## config.mk

```make
export PLATFORM = sky130hd
export DESIGN_NAME = iter_comparator_flat
export DESIGN_NICKNAME = d
export VERILOG_FILES = /design/src/rtl/iter_comparator_pkg.sv /design/src/rtl/iter_comparator_if.sv /design/src/rtl/iter_comparator_chunk_cmp.sv /design/src/rtl/iter_comparator.sv /design/src/flat_wrapper.sv
export SDC_FILE = /design/constraint.sdc
export NUM_CORES = 1
export LEC_CHECK = 0
export CAP_MARGIN = 20
export CORE_MARGIN = 2
export CORE_UTILIZATION = 35
export CTS_CLUSTER_DIAMETER = 150
export DETAILED_ROUTE_END_ITERATION = 10
export HOLD_SLACK_MARGIN = 0.02
export PLACE_DENSITY = 0.54
export SLEW_MARGIN = 10
export SYNTH_ARGS = -nofsm -noshare
export SYNTH_HDL_FRONTEND = slang
export SYNTH_SLANG_ARGS = --single-unit
```

## constraint.sdc

```tcl
create_clock -name clk -period 10.85 [get_ports clk]
set_clock_uncertainty 0.2 [all_clocks]
set_input_delay 3.255 -clock clk [delete_from_list [all_inputs] [get_ports clk]]
set_output_delay 3.255 -clock clk [all_outputs]
set_load 0.1 [all_outputs]
```

## src/rtl/iter_comparator_pkg.sv

```systemverilog
// Shared types for the iterative comparator: operation modes, FSM states
// and the mode-class masks used to decode signed and min/max operations.
package cmp_pkg;

  typedef enum logic [2:0] {
    MODE_EQ  = 3'd0,
    MODE_NE  = 3'd1,
    MODE_LT  = 3'd2,
    MODE_LTU = 3'd3,
    MODE_GE  = 3'd4,
    MODE_GEU = 3'd5,
    MODE_MIN = 3'd6,
    MODE_MAX = 3'd7
  } mode_e;

  typedef enum logic [1:0] {
    ST_IDLE = 2'd0,
    ST_RUN  = 2'd1,
    ST_DONE = 2'd2
  } state_e;

  // One bit per mode_e value: LT, GE, MIN, MAX compare two's complement.
  localparam logic [7:0] SIGNED_MODES = 8'b1101_0100;
  localparam logic [7:0] MINMAX_MODES = 8'b1100_0000;

  function automatic logic is_signed_mode(input mode_e m);
    return SIGNED_MODES[m];
  endfunction

  function automatic logic is_minmax_mode(input mode_e m);
    return MINMAX_MODES[m];
  endfunction

endpackage

```

## src/rtl/iter_comparator_if.sv

```systemverilog
// Request/response bundle of the iterative comparator: operands and mode in,
// busy/done status and the registered result out.
interface iter_comparator_if #(
  parameter int WIDTH = 32
);
  logic             start;
  logic [WIDTH-1:0] a;
  logic [WIDTH-1:0] b;
  logic [2:0]       mode;
  logic             busy;
  logic             done;
  logic [WIDTH-1:0] result;

  modport master (output start, a, b, mode, input busy, done, result);
  modport slave  (input start, a, b, mode, output busy, done, result);
endinterface

```

## src/rtl/iter_comparator_chunk_cmp.sv

```systemverilog
// Single-slice magnitude compare. i_signed_msb flips both top bits so that
// two's-complement ordering maps onto plain unsigned ordering.
module chunk_cmp #(
  parameter int CHUNK = 8
) (
  input  logic [CHUNK-1:0] i_a,
  input  logic [CHUNK-1:0] i_b,
  input  logic             i_signed_msb,
  output logic             o_lt,
  output logic             o_gt
);
  localparam logic [CHUNK-1:0] MSB_MASK = {1'b1, {(CHUNK-1){1'b0}}};

  logic [CHUNK-1:0] w_flip;
  logic [CHUNK-1:0] w_a;
  logic [CHUNK-1:0] w_b;

  assign w_flip = i_signed_msb ? MSB_MASK : '0;
  assign w_a    = i_a ^ w_flip;
  assign w_b    = i_b ^ w_flip;
  assign o_lt   = (w_a < w_b);
  assign o_gt   = (w_a > w_b);
endmodule

```

## src/rtl/iter_comparator.sv

```systemverilog
// Iterative WIDTH-bit comparator, one CHUNK slice per cycle MSB first; done pulses N+1 edges after accept.
// Define ITER_COMPARATOR_EARLY_EXIT_EN to finish on the edge after the first differing slice.
module iter_comparator
  import cmp_pkg::*;
#(
  parameter int WIDTH = 32,
  parameter int CHUNK = 8
) (
  input  logic             clk,
  input  logic             rst,
  iter_comparator_if.slave bus
);
  localparam int N  = WIDTH / CHUNK;
  localparam int CW = $clog2(N + 1);

  state_e           r_state;
  state_e           w_next;
  mode_e            r_mode;
  logic [WIDTH-1:0] r_a;
  logic [WIDTH-1:0] r_b;
  logic [WIDTH-1:0] r_sa;
  logic [WIDTH-1:0] r_sb;
  logic [WIDTH-1:0] r_result;
  logic [WIDTH-1:0] w_result;
  logic [CW-1:0]    r_cnt;
  logic             r_lt;
  logic             r_gt;
  logic             w_slice_lt;
  logic             w_slice_gt;
  logic             w_signed_msb;
  logic             w_accept;
  logic             w_finish;
  logic             w_bit;

  // r_sa/r_sb shift left each slice so the slice under test is always on top.
  assign w_signed_msb = is_signed_mode(r_mode) && (r_cnt == '0);

  chunk_cmp #(.CHUNK(CHUNK)) u_chunk_cmp (
    .i_a          (r_sa[WIDTH-1 -: CHUNK]),
    .i_b          (r_sb[WIDTH-1 -: CHUNK]),
    .i_signed_msb (w_signed_msb),
    .o_lt         (w_slice_lt),
    .o_gt         (w_slice_gt)
  );

  assign w_accept = bus.start && (r_state != ST_RUN);

`ifdef ITER_COMPARATOR_EARLY_EXIT_EN
  assign w_finish = (r_cnt == CW'(N)) || r_lt || r_gt;
`else
  assign w_finish = (r_cnt == CW'(N));
`endif

  always_ff @(posedge clk or posedge rst) begin
    if (rst) r_state <= ST_IDLE;
    else     r_state <= w_next;
  end

  always_comb begin
    w_next = r_state;
    case (r_state)
      ST_IDLE: if (bus.start) w_next = ST_RUN;
      ST_RUN:  if (w_finish) w_next = ST_DONE;
      ST_DONE: w_next = bus.start ? ST_RUN : ST_IDLE;
      default: w_next = ST_IDLE;
    endcase
  end

  always_ff @(posedge clk or posedge rst) begin
    if (rst) begin
      r_mode   <= MODE_EQ;
      r_a      <= '0;
      r_b      <= '0;
      r_sa     <= '0;
      r_sb     <= '0;
      r_result <= '0;
      r_cnt    <= '0;
      r_lt     <= 1'b0;
      r_gt     <= 1'b0;
    end else if (w_accept) begin
      r_mode <= mode_e'(bus.mode);
      r_a    <= bus.a;
      r_b    <= bus.b;
      r_sa   <= bus.a;
      r_sb   <= bus.b;
      r_cnt  <= '0;
      r_lt   <= 1'b0;
      r_gt   <= 1'b0;
    end else if (r_state == ST_RUN) begin
      if (w_finish) begin
        r_result <= w_result;
      end else begin
        // Only the most significant differing slice decides the order.
        if (!r_lt && !r_gt) begin
          r_lt <= w_slice_lt;
          r_gt <= w_slice_gt;
        end
        r_sa  <= r_sa << CHUNK;
        r_sb  <= r_sb << CHUNK;
        r_cnt <= r_cnt + CW'(1);
      end
    end
  end

  always_comb begin
    w_bit = 1'b0;
    case (r_mode)
      MODE_EQ:           w_bit = ~r_lt & ~r_gt;
      MODE_NE:           w_bit = r_lt | r_gt;
      MODE_LT, MODE_LTU: w_bit = r_lt;
      MODE_GE, MODE_GEU: w_bit = ~r_lt;
      MODE_MIN:          w_bit = r_lt;
      MODE_MAX:          w_bit = r_gt;
      default:           w_bit = 1'b0;
    endcase
    w_result = is_minmax_mode(r_mode) ? (w_bit ? r_a : r_b) : {{(WIDTH-1){1'b0}}, w_bit};
  end

  assign bus.busy   = (r_state == ST_RUN);
  assign bus.done   = (r_state == ST_DONE);
  assign bus.result = r_result;
endmodule

```

## src/flat_wrapper.sv

```systemverilog
// flat-port wrapper written by rule: the top's interface ports become plain ports
module iter_comparator_flat import cmp_pkg::*;
#(
  parameter int WIDTH = 32,
  parameter int CHUNK = 8
)
  (clk, rst, bus_start, bus_a, bus_b, bus_mode, bus_busy, bus_done, bus_result);
  iter_comparator_if #(.WIDTH(WIDTH)) bus_i ();
  input  logic clk;
  input  logic rst;
  input wire logic [$bits(bus_i.start)-1:0] bus_start;
  input wire logic [$bits(bus_i.a)-1:0] bus_a;
  input wire logic [$bits(bus_i.b)-1:0] bus_b;
  input wire logic [$bits(bus_i.mode)-1:0] bus_mode;
  output wire logic [$bits(bus_i.busy)-1:0] bus_busy;
  output wire logic [$bits(bus_i.done)-1:0] bus_done;
  output wire logic [$bits(bus_i.result)-1:0] bus_result;
  assign bus_i.start = bus_start;
  assign bus_i.a = bus_a;
  assign bus_i.b = bus_b;
  assign bus_i.mode = bus_mode;
  assign bus_busy = bus_i.busy;
  assign bus_done = bus_i.done;
  assign bus_result = bus_i.result;
  iter_comparator #(.WIDTH(WIDTH), .CHUNK(CHUNK)) u_core (.clk(clk), .rst(rst), .bus(bus_i));
endmodule
```

# --- After elaboration in Yosys (flattened, before gate mapping) ---
# Memory sizes are Yosys's and may differ from the RTL's.
# Cells that the tools add are included.
classes:
  add_sub_neg: 1
  order_cmp: 3
  n_eq_ne: 14
  muxes: 27
  bitwise: 7
  n_reduce_logical: 16
ops:
  columns: ["operator", "count"]
  rows:
  - ["$mux W32", 8]
  - ["$xor A8 B8 Y8", 2]
  - ["$eq A3 B3 Y1 const B", 5]
  - ["$mux W1", 11]
  - ["$mux W3", 3]
  - ["$gt A8 B8 Y1", 1]
  - ["$lt A8 B8 Y1", 1]
  - ["$mux W8", 1]
  - ["$eq A3 B2 Y1 const B", 2]
  - ["$logic_not A3 Y1", 2]
  - ["$ne A2 B1 Y1 const B", 3]
  - ["$pmux W2 S3", 1]
  - ["$reduce_and A3 Y1", 2]
  - ["$pmux W1 S5", 1]
  - ["$lt A3 B4 Y1 const B", 1]
  - ["$mux W2", 2]
  - ["$reduce_and A2 Y1", 2]
  - ["$reduce_bool A2 Y1", 2]
  - ["$add A3 B1 Y3 const B", 1]
  - ["$eq A3 B1 Y1 const B", 1]
  - ["$logic_and A1 B1 Y1", 3]
  - ["$not A1 Y1", 3]
  - ["$reduce_or A3 Y1", 1]
  - ["$eq A2 B1 Y1 const B", 1]
  - ["7 further kinds", 8]
word_totals:
  ff_bits: 170
  mem_bits_ro: 16
  inputBits: 70
  output_inout_bits: 34
  elab_cells: 80
  n_memories: 2
memory_table:
  columns: ["name", "depth", "word_bits", "rd", "rd_ports_with_merged_regs", "wr", "line", "text"]
  rows:
  - ["(no name shown)", 8, 1, 1, 0, 0, "iter_comparator_pkg.sv:31", "return MINMAX_MODES[m];"]
  - ["(no name shown)", 8, 1, 1, 0, 0, "iter_comparator_pkg.sv:27", "return SIGNED_MODES[m];"]

# --- Logic depth before layout (Yosys ltp) ---
logic_depth:
  depth_word: 10
  ltp_mapped: 8
  ltp_nobuf: 7

# --- Hierarchy ---
# From an unflattened synthesis, not the netlist that was laid out.
unflattened:
  hier_cells: 642
  hier_area_um2: 7522.2
modules_own_cells:
  columns: ["module", "instances", "cells_each", "area_per_inst_um2", "seq_area_each_um2"]
  rows:
  - ["iter_comparator", 1, 614, 7300.8, 4254.1]
  - ["chunk_cmp", 1, 28, 221.5, 0.0]

# --- Worst setup path after synthesis ---
# OpenSTA, ideal clock, no wires.
synth_timing:
  path_kind: "reg2out"
  start: "register u_core.r_state[0]"
  end: "output port bus_done"
  t_arrival_ns: 1.729
  required_time_ns: 7.395
  path_slack_ns: 5.666
  path_stages_with_launch: 2
  path_buffers: 0
  cell_sequence: "dfrtp_1 -> nor2b_1"
synth_via:
  elab_chain_len: 1
synth_rtl:
  columns: ["element", "line", "text"]
  rows:
  - ["from (decl)", "iter_comparator.sv:16", "state_e r_state;"]
  - ["from (signal assigned)", "iter_comparator.sv:56", "else r_state <= w_next;"]
  - ["$eq A2 B2 Y1", "iter_comparator.sv:120", "assign bus.done = (r_state == ST_DONE);"]
  - ["to (decl)", "flat_wrapper.sv:16", "output wire logic [$bits(bus_i.done)-1:0] bus_done;"]
# No other way between the ends.

# --- Worst setup path in the final report ---
layout_timing:
  start: "register u_core.r_state[1]"
  end: "output port bus_busy"
layout_via:
  elab_chain_len: 1
layout_rtl:
  columns: ["element", "line", "text"]
  rows:
  - ["$eq A2 B1 Y1", "iter_comparator.sv:119", "assign bus.busy = (r_state == ST_RUN);"]
  - ["to (decl)", "flat_wrapper.sv:15", "output wire logic [$bits(bus_i.busy)-1:0] bus_busy;"]
# No other way between the ends.

==> out/qor.log <==
qor: finish.antenna_cells_inserted 0
qor: sta.setup-violations-final 0
qor: synthesis.fraction_of_synthesized_cell_area_in_xor_and_xnor_cells 0.229%
qor: synthesis.synthesis.yosys.warnings 0
qor: finish.post_route_cells_drive_above_1_share 9.16%
qor: clock_tree.cts_hold_buffers 0
qor: synthesis.instance_count_of_the_mapped_netlist 755
qor: global_route.grt.total_usage 20.9%
qor: sta.max_freq 154 MHz
qor: sta.setup_total_negative_slack 0 ps
qor: sta.setup_repair_after_global_routing_missed_its_margin no
qor: placement.routabilityCongestion 0.861
qor: finish.syn2layout_area_growth 25.0%
qor: hold_path.min_path_type reg2reg
qor: synthesis.synth_enable_flop_cells 0
qor: synthesis.synth_flop_cell dfrtp_1
qor: run_status.outcome completed
qor: floorplanning.boundary_pin_count 104
qor: synthesis.synth_area_per_cell 10.1 sq um
qor: routing.drt_pass1_iterations 5
qor: power.static-leakage-power 0.00465 uW
qor: synthesis.seq_area_frac_synth 55.6%
qor: sta.report.final.hold_viol_count 0
qor: synthesis.main_combinational_cell_family_by_area_after_synthesis simple AND/OR/NAND/NOR gates
qor: global_route.grt_antenna_before_repair 0
qor: sta.timing.final.crit_share 60.0%
qor: placement.dp_hpwl 15700 um
qor: clock_tree.cts_setup_buffers 0
qor: clock_tree.tritoncts built
qor: critical_path.start_kind flop
qor: critical_path.cp_max_fo 27
qor: routing.dr_total_vias 6234
qor: routing.drtIter0Drc 528
qor: routing.routed_via_density 5.56
qor: placement.io_buffer_count 103
qor: power.total_power 3290 uW
qor: clock_tree.cts_buffers 17
qor: floorplanning.dieArea 0.0231 sq mm
qor: finish.fin_nets 907
qor: sta.timing.final.ws_setup 4350 ps
qor: sta.worstMarginPinSlew 1020 ps
qor: global_route.gr-total-overflow 0
qor: power.vdd_drop_max 0.000159 V
qor: global_route.grt_pass1_vias 6312
qor: synthesis.synth_cell_types 41
qor: synthesis.post-synth-top-count-cell nand2_1
qor: flow_run.timing.max_cap.violations 0
qor: routing.wirelength 23700 um
qor: power.power.density_cell_area 344 mW/mm^2
qor: routing.avgRoutedWirePerCell 21.1 um
qor: critical_path.worstSetupEndpointType output port
qor: synthesis.syn_area 0.00765 sq mm
qor: critical_path.timing.critical_path.buf_inv 2
qor: clock_tree.clk_pin_slew 70 ps
qor: sta.final-max-slew-violation-count 0
qor: critical_path.cp.arrival 3050 ps
qor: clock_tree.h-tree-depth 4
qor: synthesis.synthesis.nets 834
qor: sta.hold-worst-slack 269 ps
qor: synthesis.synth_top_cell_area_share 55.6%
qor: clock_tree.ctsRootBufferMaster clkbuf_16
qor: finish.number_of_fill_cells 2079
qor: placement.placed_area 0.00887 sq mm
qor: placement.dp_slack 4760 ps
qor: floorplanning.core_area 0.0216 sq mm
qor: clock_tree.cts_num_sinks 170
qor: critical_path.worst_path_max_delay_cell clkdlybuf4s50_1
qor: global_route.largest_net_degree_at_the_start_of_global_routing 93
qor: sta.relSlewSlack 31.8%
qor: synthesis.synth_commonest_cells 196 x nand2_1, 170 x dfrtp_1, 56 x and3_1, 42 x nand3_1, 33 x nand4_1
qor: synthesis.synth_async_reset_ratio 100%
qor: synthesis.synth.largest_area_cell dfrtp_1
qor: routing.detail-route-antenna-nets 0
qor: critical_path.critPathMaxStageDelay 1190 ps
qor: synthesis.synth-adder-area-share 1.47%
qor: floorplanning.die-height 152 um
qor: floorplanning.row_count 54
qor: synthesis.post_synth_main_area_contributors dfrtp_1 56%, nand2_1 9.6%, and3_1 4.6%
qor: critical_path.worstPathCellList nand2b_1 > inv_2 > clkdlybuf4s50_1
qor: clock_tree.clock_latency 430 ps
qor: floorplanning.initial_utilization 35.4%
qor: floorplanning.die_x 152 um
qor: sta.final_period_minus_worst_setup_slack 6510 ps
qor: synthesis.post_synth_mux_area_share 1.62%
qor: finish.final_design_area_no_fill 0.00957 sq mm
qor: synthesis.area_fraction_in_compound_gates_after_synthesis 15.5%
qor: synthesis.synth-simple-area-share 21.1%
qor: global_route.grt_first_pass_wirelength 37900 um
qor: clock_tree.ctsLongestPathBuffers 2
qor: clock_tree.cts_repair_resize_count 0
qor: critical_path.worst_path_dominant_cell_family buffers and inverters
qor: routing.drcViolationCount 0
qor: critical_path.worstPathRequired 7400 ps
qor: synthesis.synth.ff_latch_count 170
qor: critical_path.setup.worst_path.class reg2out
[tightest hold or removal path: stages, from the launching register on]
cell and delay [ps]:
dfrtp_1 340, nand2_1 50, nand2_1 50
[sequential cells by signal, indices dropped and copies added, names as in the netlist]
name               cells
u_core.r_cnt           3
u_core.r_gt            1
u_core.bus.result     32
u_core.r_a            32
u_core.r_sb           32
u_core.r_sa           32
u_core.r_state         2
u_core.r_mode          3
u_core.r_lt            1
u_core.r_b            32
[area by class of cell]
| type | instances | area (sq um) | share of cell area, % |
|---|---|---|---|
| Clock buffer | 17 | 425 | 4.45 |
| Clock inverter | 15 | 248 | 2.59 |
| Timing Repair Buffer | 116 | 1150 | 12.0 |
| Inverter | 14 | 57.6 | 0.601 |
| Multi-Input combinational cell | 509 | 3090 | 32.2 |
| Tap cell | 280 | 350 | 3.66 |
| Sequential cell | 170 | 4250 | 44.5 |
[per-layer routing]
metal | GRT usage [%] | share of wire (%)
met2 | 32.6 | 46
met3 | 3.91 | 5.1
met1 | 29.9 | 47
met4 | 6.28 | 1.8
met5 | 0 | 0
[cell families (layout without fill, tap and decap cells)]
family,Yosys count,in the layout
AND/OR/NAND/NOR,345,345
flip-flops,170,170
AO/OA/AOI/OAI,141,141
buffers and inverters,76,162
multiplexers,12,12
adder cells (fa/ha/maj),9,9
XOR/XNOR,2,2
[final timing paths]
check,cells past startpoint,end,slack (ps),from
setup / recovery,3,bus_busy,4350,u_core.r_state[1]
hold / removal,2,u_core.r_b[27],270,u_core.r_b[27]
setup reg to reg,9,u_core.bus.result[15],7760,u_core.r_cnt[0]
hold reg to reg,2,u_core.r_b[27],270,u_core.r_b[27]
max in group asynchronous,4,u_core.bus.result[6],6110,rst
min in group asynchronous,2,u_core.r_a[16],3150,rst
[through the flow]
stage          std cells  util [%]
5_1_grt             1121      44.3
3_3_place_gp        1088      41.0
2_1_floorplan        755         -
4_1_cts             1120      44.1
3_5_place_dp        1088      41.0
6_report            1121      44.3
[cell usage in the layout, fill, tap and decap left out, types with 11 or more instances in the layout]
| cell type | n |
|---|---|
| nand2_1 | 195 |
| dfrtp_1 | 170 |
| clkdlybuf4s50_1 | 103 |
| and3_1 | 56 |
| nand3_1 | 42 |
| nand4_1 | 33 |
| a21o_1 | 25 |
| a221o_1 | 23 |
| o211ai_2 | 20 |
| a22o_1 | 17 |
| clkbuf_16 | 17 |
| o21ai_0 | 15 |
| buf_4 | 12 |
| inv_1 | 11 |
| a22oi_1 | 11 |
| mux2i_1 | 11 |
[power by group]
group / switching [uW] / leakage (uW) / total, uW / internal [uW]
sequential: 196 / 0.00219 / 1110 / 917
clock: 264 / 0.000308 / 697 / 432
combinational: 1060 / 0.00215 / 1480 / 421
total: 1520 / 0.00465 / 3290 / 1770
Note: power is estimated with default switching activity, not from simulation.
